[src/rtl/apb_master_arbiter.sv]
// apb_master_arbiter: round-robin arbiter that shares one APB register-file
// slave between NREQ local requesters. It runs one APB transfer at a time,
// spends an extra cycle capturing read data (the slave registers prdata one
// cycle after ACCESS), and rejects out-of-map or unaligned addresses locally.
module apb_master_arbiter #(
    parameter int          NREQ     = 2,
    parameter logic [31:0] MAX_ADDR = 32'h10
) (
    input  logic                 pclk,
    input  logic                 presetn,
    input  logic [NREQ-1:0]      req_valid,
    input  logic [NREQ-1:0]      req_write,
    input  logic [NREQ*32-1:0]   req_addr,
    input  logic [NREQ*32-1:0]   req_wdata,
    output logic [NREQ-1:0]      req_ready,
    output logic [NREQ-1:0]      rsp_valid,
    output logic [31:0]          rsp_rdata,
    output logic                 rsp_err,
    output logic                 busy,
    output logic [31:0]          paddr,
    output logic [31:0]          pwdata,
    output logic                 psel,
    output logic                 penable,
    output logic                 pwrite,
    input  logic [31:0]          prdata
);

    localparam int IDW = (NREQ > 1) ? $clog2(NREQ) : 1;

    typedef enum logic [2:0] {
        IDLE   = 3'd0,
        SETUP  = 3'd1,
        ACCESS = 3'd2,
        RCAP   = 3'd3,
        RESP   = 3'd4
    } state_t;

    state_t           r_state;
    state_t           w_next;
    logic [IDW-1:0]   r_last;
    logic [IDW-1:0]   r_id;
    logic             r_write;
    logic             r_err;
    logic [31:0]      r_paddr;
    logic [31:0]      r_pwdata;
    logic [31:0]      r_rdata;

    logic [IDW-1:0]   w_winner;
    logic             w_found;
    logic             w_accept;
    logic             w_legal;
    logic             w_write;
    logic [31:0]      w_addr;
    logic [31:0]      w_wdata;

    // Round-robin pick: lowest requester above the last grant, else lowest overall.
    always_comb begin
        // NOTE: every signal written here gets a default first, so no latch is inferred.
        w_found  = 1'b0;
        w_winner = r_last;
        // Descending scans make the last hit the lowest index; the second scan
        // (requesters above the last grant) overrides the wrap-around scan.
        for (int i = NREQ - 1; i >= 0; i--) begin
            if (req_valid[i] && (IDW'(i) <= r_last)) begin
                w_found  = 1'b1;
                w_winner = IDW'(i);
            end
        end
        for (int i = NREQ - 1; i >= 0; i--) begin
            if (req_valid[i] && (IDW'(i) > r_last)) begin
                w_found  = 1'b1;
                w_winner = IDW'(i);
            end
        end
    end

    // Select the winner's payload and classify its address.
    always_comb begin
        w_addr  = '0;
        w_wdata = '0;
        w_write = 1'b0;
        for (int i = 0; i < NREQ; i++) begin
            if (IDW'(i) == w_winner) begin
                w_addr  = req_addr[i*32 +: 32];
                w_wdata = req_wdata[i*32 +: 32];
                w_write = req_write[i];
            end
        end
        w_legal  = (w_addr <= MAX_ADDR) && (w_addr[1:0] == 2'b00);
        w_accept = (r_state == IDLE) && presetn && w_found;
    end

    // Next-state sequencing of the APB phases.
    always_comb begin
        w_next = r_state;
        case (r_state)
            IDLE:    if (w_accept) w_next = w_legal ? SETUP : RESP;
            SETUP:   w_next = ACCESS;
            ACCESS:  w_next = r_write ? RESP : RCAP;
            RCAP:    w_next = RESP;
            RESP:    w_next = IDLE;
            default: w_next = IDLE;
        endcase
    end

    // State, grant pointer, latched request and response data registers.
    always_ff @(posedge pclk) begin
        // NOTE: sequential state uses non-blocking assignments so every register
        // samples the pre-edge values of the others.
        if (!presetn) begin
            r_state  <= IDLE;
            r_last   <= IDW'(NREQ - 1);
            r_id     <= '0;
            r_write  <= 1'b0;
            r_err    <= 1'b0;
            r_paddr  <= '0;
            r_pwdata <= '0;
            r_rdata  <= '0;
        end else begin
            r_state <= w_next;
            if (w_accept) begin
                r_last  <= w_winner;
                r_id    <= w_winner;
                r_write <= w_write;
                r_err   <= !w_legal;
                // Rejected requests never reach the bus, so paddr/pwdata keep
                // the last legal transfer's values.
                if (w_legal) begin
                    r_paddr  <= w_addr;
                    r_pwdata <= w_wdata;
                end
            end
            // rsp_rdata changes only on entry to RESP: captured data for a
            // read, zero for a write or an address error.
            if (r_state == RCAP) begin
                r_rdata <= prdata;
            end else if (w_next == RESP) begin
                r_rdata <= '0;
            end
        end
    end

    // Decode bus, handshake and response outputs from state and pointers.
    always_comb begin
        req_ready = '0;
        rsp_valid = '0;
        for (int i = 0; i < NREQ; i++) begin
            req_ready[i] = w_accept && (IDW'(i) == w_winner);
            rsp_valid[i] = (r_state == RESP) && (IDW'(i) == r_id);
        end
        psel      = (r_state == SETUP) || (r_state == ACCESS);
        penable   = (r_state == ACCESS);
        pwrite    = psel && r_write;
        busy      = (r_state != IDLE);
        rsp_err   = (r_state == RESP) && r_err;
        rsp_rdata = r_rdata;
        paddr     = r_paddr;
        pwdata    = r_pwdata;
    end

endmodule

[config.mk]
export PLATFORM = sky130hd
export DESIGN_NAME = apb_master_arbiter
export DESIGN_NICKNAME = d
export VERILOG_FILES = /design/src/rtl/apb_master_arbiter.sv
export SDC_FILE = /design/constraint.sdc
export NUM_CORES = 1
export LEC_CHECK = 0
export CAP_MARGIN = 10
export CORE_MARGIN = 3
export CORE_UTILIZATION = 41
export DETAILED_ROUTE_END_ITERATION = 10
export GPL_ROUTABILITY_DRIVEN = 0
export PLACE_DENSITY = 0.9
export SYNTH_ARGS = -nofsm -noshare
export SYNTH_HDL_FRONTEND = slang
export SYNTH_SLANG_ARGS = --single-unit
[constraint.sdc]
create_clock -name pclk -period 5.3 [get_ports pclk]
set_input_delay 1.325 -clock pclk [delete_from_list [all_inputs] [get_ports pclk]]
set_output_delay 1.325 -clock pclk [all_outputs]
set_load 0.03 [all_outputs]
* Word level (Yosys, flattened, before mapping)
Cells that the tools add are included.
Operators by class: magnitude comparators 5, equality and inequality tests 5, multiplexer cells 17, bitwise logic cells 2, reductions and logical operators 20
Operator list (count):
- 2-to-1 mux 32 bit | 4
- <= comparator 32 x 5 -> 1 bit, second input constant | 1
- logical AND 1 bit | 13
- case mux 3 bit (4 select lines) | 1
- 2-to-1 mux 1 bit | 9
- 2-to-1 mux 3 bit | 3
- equality test 3 x 2 -> 1 bit, second input constant | 2
- equality test 3 bit, second input constant | 2
- equality test 3 x 1 -> 1 bit, second input constant | 1
- zero test 3 bit | 1
- nonzero test 3 bit | 1
- > comparator 1 bit, first input constant | 2
- <= comparator 1 bit, first input constant | 2
- zero test 2 bit | 1
- inverter 1 bit | 2
- AND reduction 2 bit | 1
- nonzero test 2 bit | 1
- zero test 1 bit | 1
- logical OR 1 bit | 1
Word-level totals: bits in registers 103, output and inout port bits 105

* Depth between registers and ports, before layout
word-level depth 15, gate-level depth with buffers 9, gate-level depth less buffers 5

* Worst setup path after synthesis
OpenSTA, ideal clock, no wires.
path kind input to output, start input port presetn, end output port req_ready[1], arrival time 2.545 ns, path slack 1.430 ns, stages 5, buffers on the path 2, path through buf_4 > nand2b_4 > or4_1 > buf_2 > nor2_1
Between the ends: cells in the longest elaborated chain, start to end 3
Ends and longest elaborated chain:
- from (decl) | RTL line 10 | input logic presetn,
- logical AND 1 bit (2 in series) | RTL line 90 | w_accept = (r_state == IDLE) && presetn && w_found;
- logical AND 1 bit | RTL line 148 | req_ready[i] = w_accept && (IDW'(i) == w_winner);
- to (decl) | RTL line 15 | output logic [NREQ-1:0] req_ready,
Every way passes these cells.

* Worst setup path after layout
start input port req_valid[1], end output port req_ready[1]
Between the ends: cells in the longest elaborated chain, start to end 7
Ends and longest elaborated chain:
- from (decl) | RTL line 11 | input logic [NREQ-1:0] req_valid,
- logical AND 1 bit | RTL line 64 | if (req_valid[i] && (IDW'(i) <= r_last)) begin
- 2-to-1 mux 1 bit (2 in series) | RTL line 64
- 2-to-1 mux 1 bit (2 in series) | RTL line 70 | if (req_valid[i] && (IDW'(i) > r_last)) begin
- logical AND 1 bit | RTL line 90
- logical AND 1 bit * | RTL line 148
Every way passes the cells marked *; elsewhere a longest branch is shown, timed or not.

==> results.ini <==
[synth]
synth_ff_type = dfxtp_1
async_reset_ff_share_pct = 0
synth_edf_count = 0
synth_seq_area_share_pct = 45.7
yosysMostFrequentCell = dfxtp_1
ys_ff_latch = 103
synth.top_cell.area_share_pct = 45.7
synth_xor_area_share_pct = 0
syn_avg_cell_area_um2 = 9.33
yosys_warnings = 0
synth_area_leaders = dfxtp_1, mux2i_1, a41o_1
yosysTopAreaCell = dfxtp_1
synth_top_family_by_area = compound AO/OA/AOI/OAI gates
synth_fa_ha_area_share_pct = 0
synthCells = 484
syn-num-nets = 650
muxShareOfSynthArea_pct = 7.98
synth_simple_gate_area_share_pct = 13.4
synth_cell_types = 35
synth-compound-area-share_pct = 24.0
synth_common_cells = dfxtp_1, nand2_1, a21oi_1, mux2i_1
synthesis.area_um2 = 4520

[grt]
grt_overflow = 0
grt_pass1_wl_um = 24400
grt_max_degree = 66
antenna_found_initial = 2
first_global_vias = 4584
track_usage_pct = 24.4

[worst_setup_path]
cp-start-kind = input port
critical_path_class = input port to output port
arrival_ns = 3.16
worstPathRequired_ns = 3.97
worstPathCellList = clkdlybuf4s50_1, nor2_1, or4_1, nor2_1, buf_12
cp_common_cell = nor2_1
crit_buf_inv = 2
path_delay_family = simple AND/OR/NAND/NOR gates
critPathSlowestCell = or4_1
crit_path_end_kind = output port
critPathMaxStageDelay_ns = 0.63
crit_fanout = 7

[route]
first_pass_iters = 4
wl_per_cell_um = 18.1
drc = 0
drtAntennaViolNets = 0
vias_per_cell = 5.31
vias = 4628
drt_iter0_drc = 271
wirelength_um = 15700

[power]
report.power.total_w = 0.00157
p_per_area_nw_per_um2 = 210
peakVddDrop_uv = 163
p_leak_nw = 2.85

[floorplan]
ios = 271
num_rows = 37
die_x_um = 111
coreArea_um2 = 10500
dieHeight_um = 111
initial_utilization_pct = 43.0
dieArea_um2 = 12300

[timing]
tightest_slew_ns = 1.07
min_period_ns = 4.48
finalSetupViolations = 0
setup_tns_ns = 0
rsz0062_at_grt = false
skew_ns = 0.0170
final_hold_viol_count = 0
drv_slew = 0
max_freq_ghz = 0.223
timing.final.ws_setup_ns = 0.818
fin_crit_sh_pct = 84.6
relSlewSlack_pct = 28.7

[worst_hold_path]
hp-class = register to register

[place]
dp_cells = 852
dp_hpwl_um = 11900
dp_slack_ns = 0.835
io_buffers = 270

[clocking]
clk-insertion-delay-late_ns = 0.36
root_buffer = clkbuf_8
clk_pin_slew_worst_paths_ns = 0.09
cts-resized-gates = 0
clock_path_buffers = 2
cts-hold-fix-buffers = 0
post-cts-setup-buffers = 0
cts_sinks = 103
cts_buffers = 9
ctsHtreeMaxLevel = 3
cts_tree = yes

[finish]
finalNonFillerCells = 871
drive_gt1_share_pct = 6.55
syn2layout_area_growth_pct = 65.7
layout.nets = 894

[run_status]
status = finished clean

[flow_run]
maxCapViolations = 0

==> through the flow <==
step / cell area, µm² / hold WS (ns) / utilization (%)
floorplan: 4520 / 0.452 / -
global placement: 7230 / 0.429 / 68.8
detailed placement: 7230 / 0.432 / 68.8
CTS: 7450 / 0.446 / 70.9
global route: 7480 / 0.465 / 71.2
finish: 7480 / 0.445 / 71.2
==> per-layer routing <==
metal	global-route usage, %	vias to the layer above	wire length, µm
met5	0	-	0
met4	11.6	0	584
met3	6.60	40	1090
met2	43.7	195	8280
met1	26.4	2157	5780
li1	-	2236	-
==> sequential cells by signal, summed over array words and instances (netlist names) <==
register,flops
paddr,32
r_write,1
rsp_rdata,32
r_state,3
r_id,1
r_err,1
pwdata,32
r_last,1
==> cell usage in the layout, fill, tap and decap left out, types with 3 or more instances in the layout <==
master	instances
buf_4	8
a22oi_1	23
nand2_1	41
a41o_1	35
clkbuf_8	10
mux2i_1	35
a21oi_1	38
nor2_1	13
dfxtp_1	103
a22oi_2	9
o21ai_0	4
clkdlybuf4s50_1	268
o21ai_1	30
a21oi_2	4
nand2b_1	3
nor4_1	12
inv_1	35
and3_1	31
==> final timing paths <==
| check | start | end | slack, ns | cells after the start |
|---|---|---|---|---|
| worst max-delay path | req_valid[1] | req_ready[1] | 0.82 | 5 |
| worst min-delay path | pwdata[16]$_SDFFE_PN0P_ | pwdata[16]$_SDFFE_PN0P_ | 0.44 | 2 |
| worst max register to register | r_last$_SDFFE_PN1P_ | rsp_rdata[4]$_SDFFE_PN0P_ | 2.87 | 5 |
| worst min register to register | pwdata[16]$_SDFFE_PN0P_ | pwdata[16]$_SDFFE_PN0P_ | 0.44 | 2 |
==> area by class of cell <==
cell class	instances	area, µm²
diodes	2	5.00
clock buffers	10	138
clock inverters	6	86.3
fillers	782	3030
inverters	36	135
multi-input cells	300	2100
flip-flops and latches	103	2060
well taps	136	170
repair buffers	278	2790
==> report_power, final <==
group | total [W] | switching, W | internal, W
Combinational | 0.000256 | 0.0000968 | 0.000159
Sequential | 0.000781 | 0.00000375 | 0.000777
Clock | 0.000533 | 0.000288 | 0.000245
==> tightest hold or removal path, cell delays in order, from the launching register on <==
cell and delay (ns):
dfxtp_1 0.32, inv_1 0.04, a21oi_1 0.05
==> logic make-up (layout without fill, tap and decap cells) <==
logic type	after synthesis	in the layout
compound gates	149	149
buf+inv	81	330
flops	103	103
mux	36	36
other cells	0	2
simple gates	115	115
No activity file was read; power rests on OpenSTA's default activity.
